--- src/rtl/conv_line_buf.sv ---
// conv_line_buf: three independent row FIFOs feeding the 3x3 window PE array.
// Every bank stores whole rows (LANES pixels of WIDTH bits). It returns one
// registered row per pop and reports occupancy and sticky error flags.
module conv_line_buf #(
  parameter int WIDTH = 9,
  parameter int LANES = 32,
  parameter int DEPTH = 4,
  parameter int AW    = $clog2(DEPTH)
) (
  input  logic                     clk,
  input  logic                     rst_n,
  input  logic                     clr,
  input  logic [LANES*WIDTH-1:0]   wr_data,
  input  logic [2:0]               mem_wr_en,
  input  logic [2:0]               mem_rd_en,
  output logic [LANES*WIDTH-1:0]   rd_data0,
  output logic [LANES*WIDTH-1:0]   rd_data1,
  output logic [LANES*WIDTH-1:0]   rd_data2,
  output logic [2:0]               rd_valid,
  output logic [2:0]               full,
  output logic [2:0]               empty,
  output logic [3*(AW+1)-1:0]      count,
  output logic [2:0]               err_ovf,
  output logic [2:0]               err_udf
);

  localparam int RW = LANES * WIDTH;
  localparam logic [AW:0] FULLCNT = (AW+1)'(DEPTH);

  logic [RW-1:0] w_rdData [3];

  for (genvar g = 0; g < 3; g++) begin : gBank
    logic [RW-1:0] r_mem [DEPTH];
    logic [AW-1:0] r_wrPtr;
    logic [AW-1:0] r_rdPtr;
    logic [AW:0]   r_count;
    logic [RW-1:0] r_rdData;
    logic          r_rdValid;
    logic          r_errOvf;
    logic          r_errUdf;
    logic          w_full;
    logic          w_empty;
    logic          w_wrOk;
    logic          w_rdOk;

    assign w_full  = (r_count == FULLCNT);
    assign w_empty = (r_count == '0);

    // A full bank still takes a write when it is popped in the same cycle.
    // A pop needs data already present, so an empty bank never falls through.
    // clr masks both strobes.
    assign w_wrOk = mem_wr_en[g] && !clr && (!w_full || mem_rd_en[g]);
    assign w_rdOk = mem_rd_en[g] && !clr && !w_empty;

    // Row storage has no reset: contents survive clr and reset, and only written slots are read
    always_ff @(posedge clk) begin
      if (w_wrOk) r_mem[r_wrPtr] <= wr_data;
    end

    // Pointers, occupancy, read register and sticky error flags for this bank
    always_ff @(posedge clk or negedge rst_n) begin
      if (!rst_n) begin
        r_wrPtr   <= '0;
        r_rdPtr   <= '0;
        r_count   <= '0;
        r_rdData  <= '0;
        r_rdValid <= 1'b0;
        r_errOvf  <= 1'b0;
        r_errUdf  <= 1'b0;
      end else if (clr) begin
        r_wrPtr   <= '0;
        r_rdPtr   <= '0;
        r_count   <= '0;
        r_rdValid <= 1'b0;
        r_errOvf  <= 1'b0;
        r_errUdf  <= 1'b0;
      end else begin
        r_rdValid <= w_rdOk;
        if (w_wrOk) r_wrPtr <= r_wrPtr + AW'(1);
        if (w_rdOk) begin
          r_rdPtr  <= r_rdPtr + AW'(1);
          r_rdData <= r_mem[r_rdPtr];
        end
        case ({w_wrOk, w_rdOk})
          2'b10:   r_count <= r_count + (AW+1)'(1);
          2'b01:   r_count <= r_count - (AW+1)'(1);
          default: r_count <= r_count;
        endcase
        if (mem_wr_en[g] && !w_wrOk) r_errOvf <= 1'b1;
        if (mem_rd_en[g] && w_empty) r_errUdf <= 1'b1;
      end
    end

    assign full[g]                    = w_full;
    assign empty[g]                   = w_empty;
    assign count[g*(AW+1) +: (AW+1)]  = r_count;
    assign rd_valid[g]                = r_rdValid;
    assign err_ovf[g]                 = r_errOvf;
    assign err_udf[g]                 = r_errUdf;
    assign w_rdData[g]                = r_rdData;
  end

  assign rd_data0 = w_rdData[0];
  assign rd_data1 = w_rdData[1];
  assign rd_data2 = w_rdData[2];

endmodule
--- config.mk ---
export PLATFORM = sky130hd
export DESIGN_NAME = conv_line_buf
export DESIGN_NICKNAME = d
export VERILOG_FILES = /design/src/rtl/conv_line_buf.sv
export SDC_FILE = /design/constraint.sdc
export NUM_CORES = 2
export LEC_CHECK = 0
export BUFFER_PORTS_ARGS = -buffer_cell sky130_fd_sc_hd__buf_2
export CAP_MARGIN = 20
export CORE_MARGIN = 5
export CORE_UTILIZATION = 40
export CTS_CLUSTER_DIAMETER = 60
export DETAILED_ROUTE_END_ITERATION = 7
export GPL_ROUTABILITY_DRIVEN = 1
export GPL_TIMING_DRIVEN = 0
export PLACE_DENSITY = 0.6
export RECOVER_POWER = 25
export SYNTH_ARGS = -nofsm -noshare
export SYNTH_HDL_FRONTEND = slang
export SYNTH_SLANG_ARGS = --single-unit
--- constraint.sdc ---
create_clock -name clk -period 11.6 [get_ports clk]
set_input_delay 1.16 -clock clk [delete_from_list [all_inputs] [get_ports clk]]
set_output_delay 1.16 -clock clk [all_outputs]
set_load 0.05 [all_outputs]
==> impl_metrics.yaml <==
status:
  run_status: "complete, but fails checks"
  failed_checks: "max-capacitance violations, max-slew violations"
clock_tree:
  cts_root_buf: "clkbuf_16"
  numClockSinks: 4350
  post-cts-setup-buffer-count: 0
  cts_tree: "done"
  cts_max_level: 5
  ctsResizeCount: 0
  cts_inserted_buffers: 450
  maximum_number_of_buffers_from_clock_root_to_sink: 4
  worst_skew_pair.late_latency_ns: 0.99
  clk_pin_slew_worst_paths_ns: 0.06
  post_cts_hold_buffer_count: 0
timing:
  timing_worst_slew_pin_value_ns: 5.22
  final_max_slew_viol_count: 72
  timing.final.crit_period_ns: 6.05
  fin_tns_setup_ns: 0
  finalCritPeriodShare: 0.521
  worst_clock_skew_ns: 0.0775
  unrepaired_setup_endpoints_after_global_routing: "false"
  max_freq_ghz: 0.165
  report.final.hold_viol_count: 0
  report.final.setup_viol: 0
  relSlewSlack: -2.48
synthesis:
  share_of_flip_flops_with_an_asynchronous_set_or_reset: 0.206
  synthCells: 6565
  synth.avg_cell_area_um2: 24.1
  post-synth-top-area-cell: "edfxtp_1"
  synthesis.nets: 6877
  synth_edf_count: 3456
  synth_top_area_share: 0.655
  synth-main-ff-cell: "edfxtp_1"
  synth_area_leaders: "edfxtp_1, dfrtp_1, mux4_2, mux2_2, mux2_4"
  synth.lib_cells_used.distinct: 41
  synth_sequential_area_ratio: 0.796
  ys_warn_count: 0
  synth_seq_cells: 4350
  syn-cell-area_um2: 158000
global_route:
  gr-max-usage-layer: "met2"
  met3_usage: 0.0425
  track_usage: 0.217
  antenna_found_initial: 105
  gr-total-overflow: 0
  number_of_global_route_vias_before_repair: 78494
  wire_length_of_the_first_global_routing_pass_um: 625000
  largest_net_degree_at_the_start_of_global_routing: 117
  grt.met1_usage: 0.270
  globalRouteMet2Util: 0.362
floorplanning:
  rows: 231
  area_enclosed_by_the_die_boundary_um2: 409000
  core_region_area_um2: 395000
  die_height_um: 639
  die_width_um: 639
  design.portCount: 1185
  initial_standard_cell_utilization_of_the_core: 0.401
min_path:
  min-delay-path-class: "flip-flop to flip-flop"
  holdCritStartpoint: "rd_data1[258]"
  hold_path_end: "rd_data1[258]"
  whs_path_depth: 1
worst_setup_path:
  critical_path.reg2reg.startpoint: "gBank[1].r_count[2]"
  timing.critical_path.required_ns: 12.54
  category_of_the_worst_setup_path_capture_point: "asynchronous set/reset pin"
  r2r_setup_slack_ns: 8.15
  worst_ep_arrival_time_ns: 6.98
  crit_reg_reg_endpoint: "gBank[1].r_mem[2][170]"
  crit_fanout: 111
  worst_r2r_path_depth: 7
  critPathLaunchType: "input pin"
  worstSetupPathType: "input pin to asynchronous set/reset pin"
route:
  vias_per_cell: 5.36
  first_pass_iters: 5
  post-route-drc-count: 0
  drtIter0Drc: 6133
  detailed_route_wl_um: 449000
  wl_per_cell_um: 32.1
  postRouteAntennaNets: 0
  routed-via-count: 75043
finish:
  post_layout_util: 0.478
  post_route_cells_drive_above_1_share: 0.428
  synthToLayoutAreaGrowth_pct: 19.3
  n_fill_cell: 32240
  final_common_cell: "edfxtp_1"
  layout.nets: 8629
  layout_common_cells: "edfxtp_1, buf_2, dfrtp_1, mux4_2, mux2_2"
placement:
  gpl.final_weighted_congestion: 0.816
  io_buffer_count: 1184
  hpwl_after_dpl_um: 305000
job:
  maxCapViolations: 1
power_and_ir_drop:
  total_leakage_power_nw: 64.7
  power-per-cell-area_nw_per_um2: 245
  peak_vdd_ir_uv: 235
==> critical path, stage by stage <==
cell and delay [ns]:
clkbuf_1 3.57, buf_16 0.39, buf_16 0.42, buf_16 0.40, buf_16 0.41
==> metal layers <==
layer / vias up / routed length, µm
li1: 30808 / -
met1: 40950 / 172000
met2: 2465 / 224000
met3: 802 / 26000
met4: 18 / 27300
met5: - / 126
==> power by group <==
group / internal [mW] / switching (mW) / leakage [nW] / total, mW
Sequential: 18.7 / 1.01 / 42.1 / 19.8
Clock: 8.42 / 6.08 / 7.38 / 14.5
Combinational: 3.07 / 8.88 / 15.2 / 12.0
Total: 30.2 / 16.0 / 64.7 / 46.2
==> flip-flops by register name (all words and copies together), names as in the netlist <==
| register | count |
|---|---|
| gBank.r_count | 9 |
| gBank.r_errOvf | 3 |
| gBank.r_errUdf | 3 |
| gBank.r_mem | 3456 |
| gBank.r_rdPtr | 6 |
| gBank.r_rdValid | 3 |
| gBank.r_wrPtr | 6 |
| rd_data0 | 288 |
| rd_data1 | 288 |
| rd_data2 | 288 |
==> stage by stage <==
stage          hold slack (ns)  worst slack (ns)  instances  cell area (µm²)  total power [mW]
5_1_grt                  0.496              4.62      13989           189000              47.8
4_1_cts                 0.0475              7.87      13954           189000              46.8
2_1_floorplan            0.464              2.68       6565           158000              27.8
3_5_place_dp             0.490              7.31      13106           174000              32.2
3_3_place_gp             0.485            -15.94      12991           171000              32.3
6_report                 0.500              5.55      14013           189000              46.2
==> worst max-delay path by stage <==
stage,start,endpoint,slack [ns],depth (start not counted)
floorplan,clr,gBank[1].r_mem[0][0],2.68,3
global placement,rst_n,rd_data1[70],-15.94,1
detailed placement,clr,rd_data2[195],7.31,7
CTS,gBank[1].r_rdPtr[0],rd_data1[223],7.87,5
global route,rst_n,rd_data0[48],4.62,5
finish,rst_n,rd_data0[48],5.55,5
==> cell families (layout without fill, tap and decap cells) <==
logic type,count (synthesis),in the layout,synth area share
compound gates,49,49,0.00208
xor+xnor,10,10,0.000553
fa+ha+maj,15,15,0.00133
buf+inv,326,2474,0.0101
flops,4350,4350,0.796
mux,1731,1731,0.187
other cells,0,58,0
simple gates,84,84,0.00304
==> final cells by class <==
| class | instances | area, µm² | share of cell area |
|---|---|---|---|
| buffer | 318 | 1580 | 0.00837 |
| inverter | 8 | 30.0 | 0.000159 |
| clock inverter | 198 | 2160 | 0.0114 |
| multi-input combinational | 1889 | 30700 | 0.163 |
| antenna | 58 | 145 | 0.000768 |
| tap | 5242 | 6560 | 0.0347 |
| timing repair buffer | 1300 | 8670 | 0.0459 |
| clock buffer | 650 | 13000 | 0.0686 |
| sequential | 4350 | 126000 | 0.667 |
==> Yosys cell counts, drive strengths merged, types with 2 or more instances <==
cell type,count
and2,14
edfxtp,3456
a32oi,3
mux4,864
o21ai,6
nand2,2
a211oi,3
nor2,27
xor2,4
xnor2,6
a31oi,8
fa,3
o22ai,3
inv,8
buf,213
clkbuf,105
a21o,2
mux2i,2
o31ai,3
ha,12
nor4b,5
a21oi,17
nand2b,7
mux2,865
dfrtp,894
o21bai,3
nor3,4
nor3b,12
nand3,9
nor2b,2
Power figures use the tool's default switching activity.
